--- src/rtl/rf_scoreboard.sv ---
// rf_scoreboard: per-register count of in-flight register-file writers.
// Drives the ID-stage RAW stall and the forward-data hints for the operand muxes.
module rf_scoreboard #(
   parameter int unsigned NREG  = 32,
   parameter int unsigned CNT_W = 2
) (
   input  logic       clk,
   input  logic       reset,
   input  logic       flush,
   input  logic       issue_valid,
   input  logic       issue_we,
   input  logic [4:0] issue_waddr,
   input  logic       issue_late,
   input  logic       ready_valid,
   input  logic [4:0] ready_waddr,
   input  logic       retire_valid,
   input  logic [4:0] retire_waddr,
   input  logic [4:0] rf_raddr1,
   input  logic [4:0] rf_raddr2,
   input  logic [4:0] id_waddr,
   input  logic       id_we,
   output logic       stall,
   output logic       src1_pending,
   output logic       src2_pending,
   output logic       err
);

   localparam logic [CNT_W-1:0] CntMax = {CNT_W{1'b1}};

   logic [CNT_W-1:0] wcnt_q [NREG];
   logic [CNT_W-1:0] wcnt_d [NREG];
   logic [CNT_W-1:0] lcnt_q [NREG];
   logic [CNT_W-1:0] lcnt_d [NREG];
   logic             err_q, err_d;

   // Next state: apply the net per-register change; an illegal change is dropped and flagged.
   always_comb begin
      logic             inc_w, inc_l, dec_w, dec_l;
      logic             w_up, w_dn, l_up, l_dn, bad;
      logic [CNT_W-1:0] w_nx, l_nx;
      err_d = err_q;
      inc_w = 1'b0;
      inc_l = 1'b0;
      dec_w = 1'b0;
      dec_l = 1'b0;
      w_up  = 1'b0;
      w_dn  = 1'b0;
      l_up  = 1'b0;
      l_dn  = 1'b0;
      bad   = 1'b0;
      w_nx  = '0;
      l_nx  = '0;
      for (int i = 0; i < NREG; i++) begin
         wcnt_d[i] = wcnt_q[i];
         lcnt_d[i] = lcnt_q[i];
      end
      if (flush) begin
         // Flush squashes everything; same-cycle events are discarded silently.
         for (int i = 0; i < NREG; i++) begin
            wcnt_d[i] = '0;
            lcnt_d[i] = '0;
         end
      end else begin
         for (int i = 1; i < NREG; i++) begin
            inc_w = issue_valid & issue_we & (issue_waddr == 5'(i));
            inc_l = inc_w & issue_late;
            dec_l = ready_valid & (ready_waddr == 5'(i));
            dec_w = retire_valid & (retire_waddr == 5'(i));
            // Same-register increment and decrement cancel out.
            w_up  = inc_w & ~dec_w;
            w_dn  = dec_w & ~inc_w;
            l_up  = inc_l & ~dec_l;
            l_dn  = dec_l & ~inc_l;
            w_nx  = wcnt_q[i] + CNT_W'(w_up) - CNT_W'(w_dn);
            l_nx  = lcnt_q[i] + CNT_W'(l_up) - CNT_W'(l_dn);
            bad   = (w_up & (wcnt_q[i] == CntMax)) | (w_dn & (wcnt_q[i] == '0)) |
                    (l_up & (lcnt_q[i] == CntMax)) | (l_dn & (lcnt_q[i] == '0));
            if (!bad && (l_nx > w_nx)) begin
               bad = 1'b1;
            end
            if (bad) begin
               err_d = 1'b1;
            end else begin
               wcnt_d[i] = w_nx;
               lcnt_d[i] = l_nx;
            end
         end
      end
      wcnt_d[0] = '0;
      lcnt_d[0] = '0;
   end

   // State register with synchronous reset; reset overrides flush.
   always_ff @(posedge clk) begin
      if (reset) begin
         for (int i = 0; i < NREG; i++) begin
            wcnt_q[i] <= '0;
            lcnt_q[i] <= '0;
         end
         err_q <= 1'b0;
      end else begin
         for (int i = 0; i < NREG; i++) begin
            wcnt_q[i] <= wcnt_d[i];
            lcnt_q[i] <= lcnt_d[i];
         end
         err_q <= err_d;
      end
   end

   // Outputs look only at registered state plus the current ID addresses.
   always_comb begin
      src1_pending = (rf_raddr1 != '0) & (wcnt_q[rf_raddr1] != '0);
      src2_pending = (rf_raddr2 != '0) & (wcnt_q[rf_raddr2] != '0);
      stall        = ((rf_raddr1 != '0) & (lcnt_q[rf_raddr1] != '0)) |
                     ((rf_raddr2 != '0) & (lcnt_q[rf_raddr2] != '0)) |
                     (id_we & (id_waddr != '0) & (wcnt_q[id_waddr] == CntMax));
      err          = err_q;
   end

endmodule

--- config.mk ---
export PLATFORM = sky130hd
export DESIGN_NAME = rf_scoreboard
export DESIGN_NICKNAME = d
export VERILOG_FILES = /design/src/rtl/rf_scoreboard.sv
export SDC_FILE = /design/constraint.sdc
export NUM_CORES = 1
export LEC_CHECK = 0
export ABC_AREA = 1
export BUFFER_PORTS_ARGS = -buffer_cell sky130_fd_sc_hd__buf_2
export CELL_PAD_IN_SITES_DETAIL_PLACEMENT = 1
export CELL_PAD_IN_SITES_GLOBAL_PLACEMENT = 1
export CORE_UTILIZATION = 40
export CTS_BUF_LIST = sky130_fd_sc_hd__clkbuf_8
export CTS_CLUSTER_SIZE = 24
export DETAILED_ROUTE_END_ITERATION = 12
export PLACE_DENSITY = 0.78
export SKIP_CTS_REPAIR_TIMING = 1
export SKIP_LAST_GASP = 1
export SLEW_MARGIN = 0
export SYNTH_ARGS = -nofsm -noshare
export SYNTH_HDL_FRONTEND = slang
export SYNTH_SLANG_ARGS = --single-unit
--- constraint.sdc ---
create_clock -name clk -period 5.5 [get_ports clk]
set_input_delay 1.375 -clock clk [delete_from_list [all_inputs] [get_ports clk]]
set_output_delay 1.375 -clock clk [all_outputs]
set_load 0.02 [all_outputs]
---- Word-level counts from Yosys, hierarchy flattened ----
Memory sizes are Yosys's and may differ from the RTL's.
Cells that the tools add are included.
storage, ports and cells
  register bits after elaboration ......... 1
  RAM bits ................................ 128
  input bits .............................. 39
  output and inout bits ................... 4
  word-level logic and storage cells ...... 1,334
  memories ................................ 2
memories
  name    words  width  read ports  clocked after Yosys merged registers in  write ports  RTL line  source
  lcnt_q  32     2      33          0                                        32           32        logic [CNT_W-1:0] lcnt_q [NREG];
  wcnt_q  32     2      34          0                                        32           30        logic [CNT_W-1:0] wcnt_q [NREG];
cells by class
  add/sub/neg operators ................... 124
  $lt $le $gt $ge ......................... 31
  eq/ne operators ......................... 156
  muxes and demuxes ....................... 224
  bitwise operators ....................... 663
  reductions and logical operators ........ 133
operators with widths
  cell                count
  $and 1x1->1         379
  $mux 2              126
  $eq 5x5->1 const B  48
  $or 1x1->1          159
  $eq 2x2->1 const B  63
  $not 1->1           125
  $add 2x1->2         62
  $logic_not 2->1     62
  $mux 62             2
  $sub 2x1->2         62
  $eq 5x4->1 const B  24
  $mux 1              96
  $gt 2x2->1          31
  $eq 5x3->1 const B  12
  $logic_and 1x1->1   31
  $logic_not 1->1     31
  $reduce_bool 31->1  1
  $eq 5x2->1 const B  6
  $eq 5x1->1 const B  3
  $reduce_bool 5->1   3
  $reduce_bool 2->1   4
  $reduce_and 2->1    1

---- Logic depth before layout (Yosys ltp) ----
Gate-level depths: netlist (run 1).
  word-level depth ........................ 43
  depth in mapped cells ................... 26
  gate-level depth less buffers ........... 26

---- Worst setup path before layout (run 1) ----
No wires, ideal clock.
  kind .................................... in2reg
  from .................................... input port issue_late
  to ...................................... register err_q, in the netlist err
  arrival time ............................ 4.143 ns
  data required time ...................... 5.387 ns
  slack ................................... 1.244 ns
  cell stages on the path ................. 23
  buffers on the path ..................... 2
  cell sequence ........................... clkbuf_1 > clkbuf_1 > nand2_1 > nand2_1 > inv_1 > ha_1 > inv_1 > ha_1 > xnor2_1 > xor2_1 > ha_1 > inv_1 > nor2_1 > o21ai_0 > nand2_1 > nor2_1 > nand3_1 > nor2_1 > nand2_1 > nor2_1 > nand2_1 > nand2_1 > nand2_1
between the ends
  word-level cells in the longest chain between the ends .. 39
RTL lines
  what                                                                  RTL line  source
  start, declared                                                       13        input logic issue_late,
  parallel branches: the longest is 39 deep, another holds $add 2x1->2  n/a
  end signal, assigned                                                  106       err_q <= err_d;
  end, declared                                                         34        logic err_q, err_d;
Several ways; the timed one is not identified. The select of a mux whose other input is x is not followed.
A chain may end at the register's enable or synchronous reset.

---- Final worst setup path (run 1) ----
  from .................................... input port rf_raddr2[0]
  to ...................................... output port src2_pending
between the ends
  word-level cells in the longest chain between the ends .. 3
RTL lines
  what               RTL line  source
  start, declared    19        input logic [4:0] rf_raddr2,
  $mem_v2 32x2       n/a
  $reduce_bool 2->1  113       src2_pending = (rf_raddr2 != '0) & (wcnt_q[rf_raddr2] != '0);
  $and 1x1->1 (*)    113
  end, declared      24        output logic src2_pending,
Every way passes the cells marked *; elsewhere a longest branch is shown, timed or not.

==> results of run 1 <==
-- synthesized netlist by cell type (6+ instances only) --
| library cell | count |
|---|---|
| sky130_fd_sc_hd__a211oi_1 | 33 |
| sky130_fd_sc_hd__xor2_1 | 40 |
| sky130_fd_sc_hd__clkbuf_1 | 27 |
| sky130_fd_sc_hd__o221ai_1 | 9 |
| sky130_fd_sc_hd__inv_2 | 7 |
| sky130_fd_sc_hd__o211ai_1 | 24 |
| sky130_fd_sc_hd__nor2_2 | 29 |
| sky130_fd_sc_hd__ha_1 | 191 |
| sky130_fd_sc_hd__dfxtp_1 | 125 |
| sky130_fd_sc_hd__nand2_1 | 394 |
| sky130_fd_sc_hd__o21ai_0 | 145 |
| sky130_fd_sc_hd__nor2_1 | 326 |
| sky130_fd_sc_hd__nor3_1 | 7 |
| sky130_fd_sc_hd__nand3b_1 | 20 |
| sky130_fd_sc_hd__inv_1 | 423 |
| sky130_fd_sc_hd__o2111ai_1 | 9 |
| sky130_fd_sc_hd__nor2_4 | 7 |
| sky130_fd_sc_hd__a21oi_1 | 119 |
| sky130_fd_sc_hd__nand4_1 | 27 |
| sky130_fd_sc_hd__xnor2_1 | 84 |
| sky130_fd_sc_hd__buf_2 | 6 |
| sky130_fd_sc_hd__nand3_1 | 176 |
-- kinds of logic (layout without fill, tap and decap cells) --
kind of cell / after synthesis / after routing
adders and majority gates: 191 / 191
AOI/OAI and AO/OA: 345 / 345
other: 0 / 2
and+or+nand+nor: 990 / 990
DFF: 125 / 125
buffers and inverters: 477 / 589
xor gates and xnor gates: 124 / 124
-- power by group through the flow --
stage / Sequential (mW) / Combinational (mW) / Clock [mW]
3_3_place_gp: 1.24 / 2.44 / 0
5_1_grt: 1.27 / 2.92 / 1.06
6_report: 1.24 / 2.62 / 1.01
2_1_floorplan: 1.21 / 1.63 / 0
4_1_cts: 1.24 / 2.60 / 1.03
3_5_place_dp: 1.26 / 2.58 / 0
-- metrics by stage --
step                      hold slack, ns   util  std cells  setup slack [ns]
after floorplan                    0.460      -       2252              1.24
after global placement             0.477  0.442       2787             0.215
after detailed placement           0.495  0.442       2787             0.120
after CTS                          0.508  0.455       2819             0.652
after global routing               0.532  0.455       2820             0.256
final                              0.508  0.455       2821             0.431
-- registers in the layout, indices dropped and copies added, names as in the netlist --
signal,count
err,1
lcnt_q,62
wcnt_q,62
-- worst max-delay path by stage --
stage,to,slack [ns],cells after the start
final,src2_pending,0.43,10
after global routing,err,0.26,25
after CTS,src1_pending,0.65,9
after detailed placement,err,0.12,25
after global placement,err,0.21,25
after floorplan,err,1.24,23
-- worst max-delay path, cell delays in order --
cell and delay, ns:
sky130_fd_sc_hd__buf_2 0.31, sky130_fd_sc_hd__inv_1 0.10, sky130_fd_sc_hd__nor2_1 0.16, sky130_fd_sc_hd__clkinv_1 0.35
sky130_fd_sc_hd__o2111ai_1 0.35, sky130_fd_sc_hd__a21oi_1 0.10, sky130_fd_sc_hd__o21ai_0 0.52, sky130_fd_sc_hd__nand2_1 0.15
sky130_fd_sc_hd__inv_1 0.09, sky130_fd_sc_hd__buf_2 0.16
-- layout make-up --
class / count / area (sq um) / share of cell area
inverters: 435 / 1630 / 0.104
clock buffers: 19 / 262 / 0.0167
clock inverters: 13 / 198 / 0.0126
flip-flops and latches: 125 / 2500 / 0.160
multi-input cells: 1650 / 9680 / 0.617
repair buffers: 122 / 836 / 0.0533
diodes: 2 / 5.00 / 0.000319
well taps: 455 / 569 / 0.0363
-- routing by layer --
layer / vias to the layer above / GRT usage / wire length [um]
li1: 7420 / - / -
met1: 7463 / 0.400 / 24500
met5: - / 0 / 0
met4: 0 / 0.182 / 2970
met2: 469 / 0.537 / 26000
met3: 144 / 0.0545 / 3710
==> impl_metrics.prom, run 1 <==
# TYPE chip_impl_metric gauge
chip_impl_metric{name="post_route_cells_drive_above_1_share",unit=""} 0.0838
chip_impl_metric{name="logic_pwr_share",unit=""} 0.538
chip_impl_metric{name="number_of_enable_type_register_cells_in_the_synthesized_netlist",unit=""} 0
chip_impl_info{name="main_area_contributors_after_synthesis",value="sky130_fd_sc_hd__dfxtp_1 (18%), sky130_fd_sc_hd__ha_1 (17%), sky130_fd_sc_hd__inv_1 (11%)"} 1
chip_impl_info{name="worstSetupEndpointType",value="primary output"} 1
chip_impl_metric{name="critPathMaxFanout",unit=""} 13
chip_impl_metric{name="grt_util_all_layers",unit=""} 0.325
chip_impl_metric{name="max-slew-margin-rel",unit=""} 0.401
chip_impl_info{name="unrepaired_setup_endpoints_after_global_routing",value="no"} 1
chip_impl_metric{name="worstPathRequired",unit="ns"} 4.12
chip_impl_metric{name="final_area",unit="sq um"} 15700
chip_impl_metric{name="setup_skew_after_layout",unit="ns"} 0.0130
chip_impl_metric{name="timing.reg2reg.setup_slack",unit="ns"} 2.10
chip_impl_metric{name="drt-vias-per-instance",unit=""} 5.49
chip_impl_metric{name="whs_path_depth",unit=""} 2
chip_impl_metric{name="area_growth",unit="%"} 12.0
chip_impl_info{name="ys.flop_type",value="sky130_fd_sc_hd__dfxtp_1"} 1
chip_impl_metric{name="ys_async_sr_fraction",unit=""} 0
chip_impl_metric{name="drt_first_iter_violations",unit=""} 1023
chip_impl_metric{name="residual_overflow_from_global_routing",unit=""} 0
chip_impl_metric{name="place_hpwl",unit="mm"} 47.0
chip_impl_metric{name="report.power.total",unit="mW"} 4.87
chip_impl_metric{name="clock_network_fraction_of_total_power",unit=""} 0.207
chip_impl_info{name="rr_startpoint",value="lcnt_q[17][0]"} 1
chip_impl_metric{name="number_of_global_route_vias_before_repair",unit=""} 15953
chip_impl_metric{name="synth_simple_gate_area_share",unit=""} 0.303
chip_impl_metric{name="fin_setup_tns",unit="ns"} 0
chip_impl_metric{name="seq_pwr_share",unit=""} 0.255
chip_impl_metric{name="die_area",unit="sq um"} 35800
chip_impl_metric{name="die_x_extent",unit="um"} 189
chip_impl_metric{name="synthXorXnorAreaFrac",unit=""} 0.0776
chip_impl_metric{name="maxCapViolations",unit=""} 0
chip_impl_metric{name="row_count",unit=""} 68
chip_impl_metric{name="finalHoldViolCount",unit=""} 0
chip_impl_metric{name="dieHeight",unit="um"} 189
chip_impl_metric{name="detailed_place.area",unit="sq um"} 15200
chip_impl_metric{name="fmax",unit="MHz"} 197
chip_impl_metric{name="synthesized_area_per_cell",unit="sq um"} 6.22
chip_impl_info{name="run_status",value="completed"} 1
chip_impl_metric{name="irDropWorstVdd",unit="mV"} 0.170
chip_impl_info{name="cts_root_buf",value="sky130_fd_sc_hd__clkbuf_8"} 1
chip_impl_metric{name="first_pass_iters",unit=""} 5
chip_impl_metric{name="syn-num-nets",unit=""} 2482
chip_impl_metric{name="fin_crit_sh",unit=""} 0.922
chip_impl_metric{name="routed-via-count",unit=""} 15496
chip_impl_info{name="worst_min_delay_path_category",value="flop to flop"} 1
chip_impl_metric{name="synthesized_area_fraction_occupied_by_ao_oa_aoi_and_oai_cells",unit=""} 0.140
chip_impl_metric{name="detail_route.drc_violations",unit=""} 0
chip_impl_info{name="clock_tree_from_tritoncts",value="done"} 1
chip_impl_metric{name="final_setup_vio_count",unit=""} 0
chip_impl_metric{name="layout.filler_cells",unit=""} 4734
chip_impl_metric{name="synth-seq-cells",unit=""} 125
chip_impl_metric{name="clk_transition_reported_paths",unit="ns"} 0.09
chip_impl_metric{name="synth_warnings",unit=""} 0
chip_impl_metric{name="cp_data_arrival_time",unit="ns"} 3.69
chip_impl_metric{name="total_switching_power",unit="mW"} 2.35
chip_impl_info{name="min_delay_worst_endpoint",value="wcnt_q[19][0]"} 1
chip_impl_metric{name="fraction_of_the_mapped_netlist_area_in_adder_cells",unit=""} 0.171
chip_impl_metric{name="routabilityCongestion",unit=""} 1.02
chip_impl_metric{name="synth_mux_area_frac",unit=""} 0
chip_impl_metric{name="ant_nets",unit=""} 0
chip_impl_metric{name="internal-power",unit="mW"} 2.52
chip_impl_metric{name="yosysSeqAreaShare",unit=""} 0.179
chip_impl_metric{name="grt_pass1_wl",unit="mm"} 88.6
chip_impl_metric{name="detail_route.wirelength",unit="mm"} 57.2
chip_impl_metric{name="buffer_ports.inserted",unit=""} 42
chip_impl_metric{name="power.static_leakage",unit="nW"} 8.52
chip_impl_info{name="synth_top_family_by_area",value="simple AND/OR/NAND/NOR gates"} 1
chip_impl_metric{name="cts-htree-levels",unit=""} 4
chip_impl_metric{name="maximum_number_of_pins_on_one_net_before_global_route_repair",unit=""} 55
chip_impl_metric{name="synth_area",unit="sq um"} 14000
chip_impl_info{name="worstSetupPathType",value="input port to primary output"} 1
chip_impl_info{name="yosysTopAreaCell",value="sky130_fd_sc_hd__dfxtp_1"} 1
chip_impl_metric{name="clock_sink_total",unit=""} 125
chip_impl_metric{name="io-pin-count",unit=""} 43
chip_impl_info{name="worst_setup_path_start_kind",value="input port"} 1
chip_impl_metric{name="r2r.worst_path.cells",unit=""} 19
chip_impl_metric{name="max_slew.worst_pin.slew",unit="ns"} 0.896
chip_impl_metric{name="syn_inst",unit=""} 2252
chip_impl_metric{name="number_of_antenna_violations_at_the_first_check_in_global_routing",unit=""} 1
chip_impl_metric{name="power_switching_share",unit=""} 0.483
chip_impl_metric{name="design.final.nets",unit=""} 2581
chip_impl_metric{name="routedWlPerCell",unit="um"} 20.3
chip_impl_metric{name="netlist-cell-type-count",unit=""} 33
chip_impl_metric{name="cts-buffers-inserted",unit=""} 17
chip_impl_info{name="crit-reg2reg-capture",value="err"} 1
chip_impl_metric{name="slew_violations",unit=""} 0
chip_impl_metric{name="power_per_cell_area",unit="nW/um^2"} 310
chip_impl_metric{name="min_period",unit="ns"} 5.07
chip_impl_metric{name="core_area",unit="sq um"} 34500
chip_impl_info{name="critical_path.startpoint",value="rf_raddr2[0]"} 1
chip_impl_metric{name="clock_insertion_delay_worst_skew",unit="ns"} 0.52
chip_impl_metric{name="clock_tree.buffer_depth",unit=""} 2
chip_impl_metric{name="synth_top_area_share",unit=""} 0.179
chip_impl_info{name="layout_common_cells",value="sky130_fd_sc_hd__inv_1 (425), sky130_fd_sc_hd__nand2_1 (394), sky130_fd_sc_hd__nor2_1 (325)"} 1
chip_impl_info{name="startpoint_of_the_lowest_slack_hold_path",value="wcnt_q[19][0]"} 1
chip_impl_info{name="layout.cells.most_common",value="sky130_fd_sc_hd__inv_1"} 1
chip_impl_metric{name="start_util",unit=""} 0.406
Power figures use the tool's default switching activity.
==> run 2: changes to the inputs <==
==> constraint.sdc (replaced) <==
create_clock -name clk -period 5.5 [get_ports clk]
set_input_delay 0.55 -clock clk [delete_from_list [all_inputs] [get_ports clk]]
set_output_delay 0.55 -clock clk [all_outputs]
set_load 0.02 [all_outputs]
==> run 2 against run 1 <==
Against the previous run: sequential share of layout area is 0.56 points higher; non-clock buffer count down 52; clock skew up 0.0030 ns; cell count is 1.9% lower; core utilization down 1.5 points; critical path depth up 16; first-iteration DRC count down 16%; sequential cell count is the same; register-to-register slack better by 0.04 ns; critical endpoint is now err.
==> impl_metrics.prom, run 2 (synthesis gave the netlist of run 1 again) <==
# TYPE chip_impl_metric gauge
chip_impl_info{name="run_status",value="completed"} 1
chip_impl_info{name="layout_common_cells",value="sky130_fd_sc_hd__inv_1 (424), sky130_fd_sc_hd__nand2_1 (394), sky130_fd_sc_hd__nor2_1 (325)"} 1
chip_impl_metric{name="worstPathRequired",unit="ns"} 5.90
chip_impl_metric{name="routabilityCongestion",unit=""} 1.03
chip_impl_info{name="worstSetupEndpointType",value="flop"} 1
chip_impl_info{name="worst_min_delay_path_category",value="input port to flop"} 1
chip_impl_info{name="layout.cells.most_common",value="sky130_fd_sc_hd__inv_1"} 1
chip_impl_metric{name="fin_ws",unit="ns"} 1.10
chip_impl_metric{name="core_area",unit="sq um"} 34500
chip_impl_metric{name="clock_tree.buffer_depth",unit=""} 2
chip_impl_metric{name="cts-buffers-inserted",unit=""} 17
chip_impl_metric{name="slew_violations",unit=""} 0
chip_impl_metric{name="detail_route.wirelength",unit="mm"} 55.8
chip_impl_info{name="min_delay_worst_endpoint",value="wcnt_q[11][1]"} 1
chip_impl_metric{name="start_util",unit=""} 0.406
chip_impl_metric{name="cts-htree-levels",unit=""} 4
chip_impl_metric{name="detail_route.drc_violations",unit=""} 0
chip_impl_info{name="busiest_layer",value="met2"} 1
chip_impl_metric{name="die_area",unit="sq um"} 35800
chip_impl_metric{name="residual_overflow_from_global_routing",unit=""} 0
chip_impl_metric{name="power.static_leakage",unit="nW"} 8.21
chip_impl_metric{name="first_pass_iters",unit=""} 6
chip_impl_metric{name="r2r.worst_path.cells",unit=""} 20
chip_impl_metric{name="buffer_ports.inserted",unit=""} 42
chip_impl_metric{name="whs_path_depth",unit=""} 4
chip_impl_info{name="worst_setup_path_start_kind",value="input port"} 1
chip_impl_metric{name="io-pin-count",unit=""} 43
chip_impl_metric{name="clock_sink_total",unit=""} 125
chip_impl_metric{name="fin_setup_tns",unit="ns"} 0
chip_impl_metric{name="min_period",unit="ns"} 4.40
chip_impl_metric{name="area_growth",unit="%"} 8.24
chip_impl_metric{name="grt_pass1_wl",unit="mm"} 87.0
chip_impl_info{name="rr_startpoint",value="wcnt_q[22][0]"} 1
chip_impl_metric{name="post_route_cells_drive_above_1_share",unit=""} 0.0632
chip_impl_metric{name="drt-vias-per-instance",unit=""} 5.51
chip_impl_metric{name="critPathMaxFanout",unit=""} 25
chip_impl_metric{name="fin_crit_sh",unit=""} 0.800
chip_impl_metric{name="detailed_place.area",unit="sq um"} 14800
chip_impl_metric{name="routedWlPerCell",unit="um"} 20.2
chip_impl_metric{name="fmax",unit="MHz"} 227
chip_impl_metric{name="antenna_cells",unit=""} 0
chip_impl_metric{name="final_area",unit="sq um"} 15200
chip_impl_metric{name="maxCapViolations",unit=""} 0
chip_impl_metric{name="gr-usage-met3",unit=""} 0.0549
chip_impl_metric{name="routed-via-count",unit=""} 15233
chip_impl_metric{name="clk_transition_reported_paths",unit="ns"} 0.08
chip_impl_metric{name="cp_data_arrival_time",unit="ns"} 4.80
chip_impl_metric{name="report.power.total",unit="mW"} 4.44
chip_impl_metric{name="max_slew.worst_pin.slew",unit="ns"} 1.02
chip_impl_metric{name="fin_util",unit=""} 0.440
chip_impl_info{name="clock_tree_from_tritoncts",value="done"} 1
chip_impl_metric{name="grt_use_met1",unit=""} 0.388
chip_impl_metric{name="placement.setup.worst_slack",unit="ns"} 0.603
chip_impl_metric{name="max-slew-margin-rel",unit=""} 0.322
chip_impl_metric{name="timing.reg2reg.setup_slack",unit="ns"} 2.14
chip_impl_info{name="crit-reg2reg-capture",value="err"} 1
chip_impl_metric{name="place_hpwl",unit="mm"} 45.6
chip_impl_info{name="worstSetupPathType",value="input port to flop"} 1
chip_impl_metric{name="die_x_extent",unit="um"} 189
chip_impl_metric{name="finalHoldViolCount",unit=""} 0
chip_impl_metric{name="final_setup_vio_count",unit=""} 0
chip_impl_metric{name="power_per_cell_area",unit="nW/um^2"} 293
chip_impl_info{name="cts_root_buf",value="sky130_fd_sc_hd__clkbuf_8"} 1
chip_impl_info{name="unrepaired_setup_endpoints_after_global_routing",value="no"} 1
chip_impl_metric{name="design.final.nets",unit=""} 2529
chip_impl_metric{name="maximum_number_of_pins_on_one_net_before_global_route_repair",unit=""} 88
chip_impl_metric{name="grtUsageMet2",unit=""} 0.556
chip_impl_metric{name="setup_skew_after_layout",unit="ns"} 0.0160
chip_impl_metric{name="row_count",unit=""} 68
chip_impl_metric{name="ant_nets",unit=""} 0
chip_impl_info{name="startpoint_of_the_lowest_slack_hold_path",value="flush"} 1
chip_impl_metric{name="irDropWorstVdd",unit="mV"} 0.161
chip_impl_metric{name="drt_first_iter_violations",unit=""} 857
chip_impl_metric{name="clock_insertion_delay_worst_skew",unit="ns"} 0.51
chip_impl_metric{name="number_of_global_route_vias_before_repair",unit=""} 15775
chip_impl_metric{name="grt_util_all_layers",unit=""} 0.318
chip_impl_metric{name="number_of_antenna_violations_at_the_first_check_in_global_routing",unit=""} 0
chip_impl_metric{name="dieHeight",unit="um"} 189
==> run 2: power by group <==
group | internal (mW) | switching (mW) | total, mW
Sequential | 1.07 | 0.167 | 1.24
Combinational | 0.730 | 1.68 | 2.41
Clock | 0.358 | 0.436 | 0.794
Total | 2.16 | 2.28 | 4.44
==> run 2: area by class of cell <==
type	count	area, sq um
multi-input cells	1650	9680
fillers	4748	19300
repair buffers	70	420
well taps	455	569
inverters	435	1630
clock buffers	18	248
flip-flops and latches	125	2500
clock inverters	13	104
==> run 2: how the worst max path moves through the flow <==
| stage | start | to | cells past startpoint |
|---|---|---|---|
| after global routing | issue_we | err | 26 |
| final | issue_valid | err | 26 |
| after global placement | issue_valid | err | 26 |
| after detailed placement | issue_valid | err | 26 |
| after floorplan | issue_late | err | 23 |
| after CTS | issue_valid | err | 26 |
==> run 2: through the flow <==
step	std cells	hold slack, ns
finish	2766	0.338
global route	2766	0.322
CTS	2766	0.317
detailed placement	2735	0.490
global placement	2735	0.481
floorplan	2252	0.460
==> run 2: metal layers <==
| layer | vias to the layer above | part of all wire |
|---|---|---|
| li1 | 7322 | - |
| met1 | 7379 | 0.43 |
| met2 | 430 | 0.48 |
| met3 | 102 | 0.060 |
| met4 | 0 | 0.035 |
| met5 | - | 0 |
==> run 2: worst max-delay path, stage by stage <==
cell	delay, ns
sky130_fd_sc_hd__buf_2	0.13
sky130_fd_sc_hd__nand3_2	0.33
sky130_fd_sc_hd__clkinv_2	0.49
sky130_fd_sc_hd__nand2_1	0.24
sky130_fd_sc_hd__inv_1	0.14
sky130_fd_sc_hd__nand2_1	0.10
sky130_fd_sc_hd__nand2_1	0.07
sky130_fd_sc_hd__inv_1	0.04
sky130_fd_sc_hd__ha_1	0.26
sky130_fd_sc_hd__inv_1	0.04
sky130_fd_sc_hd__ha_1	0.19
sky130_fd_sc_hd__xnor2_1	0.16
sky130_fd_sc_hd__xor2_1	0.22
sky130_fd_sc_hd__ha_1	0.28
sky130_fd_sc_hd__inv_1	0.06
sky130_fd_sc_hd__nor2_1	0.03
sky130_fd_sc_hd__o21ai_0	0.15
sky130_fd_sc_hd__nand2_1	0.07
sky130_fd_sc_hd__nor2_1	0.10
sky130_fd_sc_hd__nand3_1	0.25
sky130_fd_sc_hd__nor2_1	0.36
sky130_fd_sc_hd__nand2_1	0.10
sky130_fd_sc_hd__nor2_1	0.20
sky130_fd_sc_hd__nand2_1	0.08
sky130_fd_sc_hd__nand2_1	0.06
sky130_fd_sc_hd__nand2_1	0.06
==> run 3: changes to the inputs <==
Settings changed: PLACE_DENSITY 0.78 to 0.81.
Clock period 5.5 ns to 3.7 ns, I/O delays scaled along.
==> run 3 against run 2 <==
Against the previous run: non-clock buffer count up 246; largest power group unchanged; first-iteration DRC count up 19%; via count up 7.8%; clock-buffer cell count up 1; clock power up 69%; combinational power up 78%; register-to-register slack worse by 1.6 ns; critical path depth down 1; largest cell class unchanged; power up 69%; cell count up 8.9%; sequential power up 49%.
==> impl_metrics.prom, run 3 (synthesis gave the netlist of run 1 again) <==
# TYPE chip_impl_metric gauge
chip_impl_metric{name="max-slew-margin-rel",unit=""} 0.297
chip_impl_metric{name="clk_transition_reported_paths",unit="ns"} 0.08
chip_impl_metric{name="max_slew.worst_pin.slew",unit="ns"} 1.06
chip_impl_metric{name="detail_route.drc_violations",unit=""} 0
chip_impl_metric{name="routed-via-count",unit=""} 16421
chip_impl_metric{name="multi_input_comb_area",unit="sq um"} 9800
chip_impl_info{name="layout.cells.most_common",value="sky130_fd_sc_hd__inv_1"} 1
chip_impl_metric{name="clock_sink_total",unit=""} 125
chip_impl_metric{name="core_area",unit="sq um"} 34500
chip_impl_metric{name="setup_skew_after_layout",unit="ns"} 0.0187
chip_impl_metric{name="design.final.nets",unit=""} 2775
chip_impl_metric{name="power.static_leakage",unit="nW"} 9.47
chip_impl_info{name="layout_common_cells",value="sky130_fd_sc_hd__inv_1 (426), sky130_fd_sc_hd__nand2_1 (388), sky130_fd_sc_hd__nor2_1 (311)"} 1
chip_impl_metric{name="placed_cells",unit=""} 2979
chip_impl_metric{name="start_util",unit=""} 0.406
chip_impl_metric{name="detail_route.wirelength",unit="mm"} 62.0
chip_impl_metric{name="seq_pwr_share",unit=""} 0.248
chip_impl_metric{name="fin_crit_sh",unit=""} 0.938
chip_impl_metric{name="clock_tree.buffer_depth",unit=""} 2
chip_impl_metric{name="place_hpwl",unit="mm"} 51.3
chip_impl_metric{name="finalHoldViolCount",unit=""} 0
chip_impl_metric{name="slew_violations",unit=""} 0
chip_impl_metric{name="drt_first_iter_violations",unit=""} 1022
chip_impl_metric{name="io-pin-count",unit=""} 43
chip_impl_metric{name="ant_nets",unit=""} 0
chip_impl_info{name="worst_min_delay_path_category",value="input port to flop"} 1
chip_impl_metric{name="min_period",unit="ns"} 3.47
chip_impl_metric{name="die_area",unit="sq um"} 35800
chip_impl_metric{name="maxCapViolations",unit=""} 0
chip_impl_metric{name="power_switching_share",unit=""} 0.489
chip_impl_metric{name="first_pass_iters",unit=""} 5
chip_impl_metric{name="post_route_cells_drive_above_1_share",unit=""} 0.162
chip_impl_metric{name="buffer_ports.inserted",unit=""} 42
chip_impl_metric{name="layout.filler_cells",unit=""} 4734
chip_impl_metric{name="internal-power",unit="mW"} 3.83
chip_impl_info{name="critical_path.most_common_cell",value="sky130_fd_sc_hd__nand2_1"} 1
chip_impl_metric{name="grt_util_all_layers",unit=""} 0.349
chip_impl_metric{name="cts-buffers-inserted",unit=""} 17
chip_impl_metric{name="drt-vias-per-instance",unit=""} 5.45
chip_impl_info{name="cp_top_family",value="simple AND/OR/NAND/NOR gates"} 1
chip_impl_metric{name="hold_ws",unit="ns"} 0.225
chip_impl_metric{name="area_growth",unit="%"} 23.1
chip_impl_info{name="worstSetupPathType",value="input port to flop"} 1
chip_impl_metric{name="post_layout_nonfiller_instances",unit=""} 3012
chip_impl_metric{name="residual_overflow_from_global_routing",unit=""} 0
chip_impl_metric{name="number_of_antenna_violations_at_the_first_check_in_global_routing",unit=""} 0
chip_impl_metric{name="slowest_delay",unit="ns"} 0.32
chip_impl_info{name="worst_setup_path_start_kind",value="input port"} 1
chip_impl_metric{name="final_setup_vio_count",unit=""} 0
chip_impl_metric{name="final-seq-area",unit="sq um"} 2500
chip_impl_metric{name="fin_setup_tns",unit="ns"} 0
chip_impl_metric{name="logic_pwr_share",unit=""} 0.574
chip_impl_metric{name="dieHeight",unit="um"} 189
chip_impl_metric{name="timing.reg2reg.setup_slack",unit="ns"} 0.51
chip_impl_metric{name="row_count",unit=""} 68
chip_impl_metric{name="grt_pass1_wl",unit="mm"} 94.9
chip_impl_metric{name="antenna_cells",unit=""} 0
chip_impl_metric{name="clock_insertion_delay_worst_skew",unit="ns"} 0.53
chip_impl_info{name="clock_tree_from_tritoncts",value="done"} 1
chip_impl_metric{name="irDropWorstVdd",unit="mV"} 0.309
chip_impl_info{name="cts_root_buf",value="sky130_fd_sc_hd__clkbuf_8"} 1
chip_impl_metric{name="cts-htree-levels",unit=""} 4
chip_impl_metric{name="routabilityCongestion",unit=""} 1.05
chip_impl_metric{name="maximum_number_of_pins_on_one_net_before_global_route_repair",unit=""} 88
chip_impl_metric{name="routedWlPerCell",unit="um"} 20.6
chip_impl_info{name="worstSetupEndpointType",value="flop"} 1
chip_impl_metric{name="fmax",unit="MHz"} 288
chip_impl_metric{name="worst-path-buf-inv",unit=""} 5
chip_impl_info{name="cp_slowest_cell",value="sky130_fd_sc_hd__nor2_1"} 1
chip_impl_metric{name="total_switching_power",unit="mW"} 3.66
chip_impl_info{name="run_status",value="completed"} 1
chip_impl_metric{name="worstPathRequired",unit="ns"} 4.11
chip_impl_metric{name="cp_data_arrival_time",unit="ns"} 3.88
chip_impl_metric{name="die_x_extent",unit="um"} 189
chip_impl_metric{name="critPathMaxFanout",unit=""} 4
chip_impl_metric{name="clock_network_fraction_of_total_power",unit=""} 0.179
chip_impl_metric{name="power_per_cell_area",unit="nW/um^2"} 434
chip_impl_metric{name="number_of_global_route_vias_before_repair",unit=""} 17232
[run 3: cell count changes in the layout (fill, tap and decap cells not counted), moves of 2 or more]
cell	change
sky130_fd_sc_hd__clkinvlp_4	-5
sky130_fd_sc_hd__bufinv_16	+2
sky130_fd_sc_hd__xnor2_1	-3
sky130_fd_sc_hd__nor2_1	-14
sky130_fd_sc_hd__buf_12	+6
sky130_fd_sc_hd__xnor2_2	+3
sky130_fd_sc_hd__o21ai_0	-6
sky130_fd_sc_hd__nor2_4	+9
sky130_fd_sc_hd__o21ai_1	+6
sky130_fd_sc_hd__nor2_2	+5
sky130_fd_sc_hd__nand2_1	-6
sky130_fd_sc_hd__nand2_2	+6
sky130_fd_sc_hd__inv_1	+2
sky130_fd_sc_hd__buf_4	+240
[run 3: area by class of cell]
class	instances	area share
clock buffer	19	0.0152
clock inverter	12	0.00755
inverter	435	0.0948
multi-input combinational	1650	0.568
sequential	125	0.145
tap	455	0.0330
timing repair buffer	316	0.136
[run 3: power groups by stage]
stage	clock network, mW	logic (mW)	registers, mW
floorplan	0	2.43	1.80
global placement	0	3.88	1.85
detailed placement	0	4.12	1.87
CTS	1.36	4.15	1.85
global route	1.41	4.76	1.89
finish	1.34	4.30	1.85
[run 3: final timing paths]
kind,start,to,cells past startpoint
setup / recovery,retire_waddr[1],err,25
hold reg to reg,lcnt_q[18][0],lcnt_q[18][0],2
setup reg to reg,wcnt_q[25][0],err,20
hold / removal,reset,err,4
[run 3: stage by stage]
step                power (mW)  setup slack (ns)  utilization  area [sq um]
finish                    7.49             0.231        0.500         17200
global route              8.06           -0.0212        0.500         17200
CTS                       7.36          -0.00253        0.496         17100
detailed placement        5.99            -0.525        0.485         16700
global placement          5.73            -0.455        0.485         16700
floorplan                 4.23             0.449            -         14000
[run 3: layer usage]
metal  part of all wire  track usage  vias up
met1               0.43        0.418     8004
li1                   -            -     7818
met4              0.048        0.167        0
met5                  0            0        -
met2               0.48        0.604      455
met3              0.050       0.0575      144
[run 3: worst min-delay path, cell delays in order]
cell                      delay [ns]
sky130_fd_sc_hd__buf_2          0.12
sky130_fd_sc_hd__inv_1          0.05
sky130_fd_sc_hd__nand2_1        0.09
sky130_fd_sc_hd__nand2_1        0.08
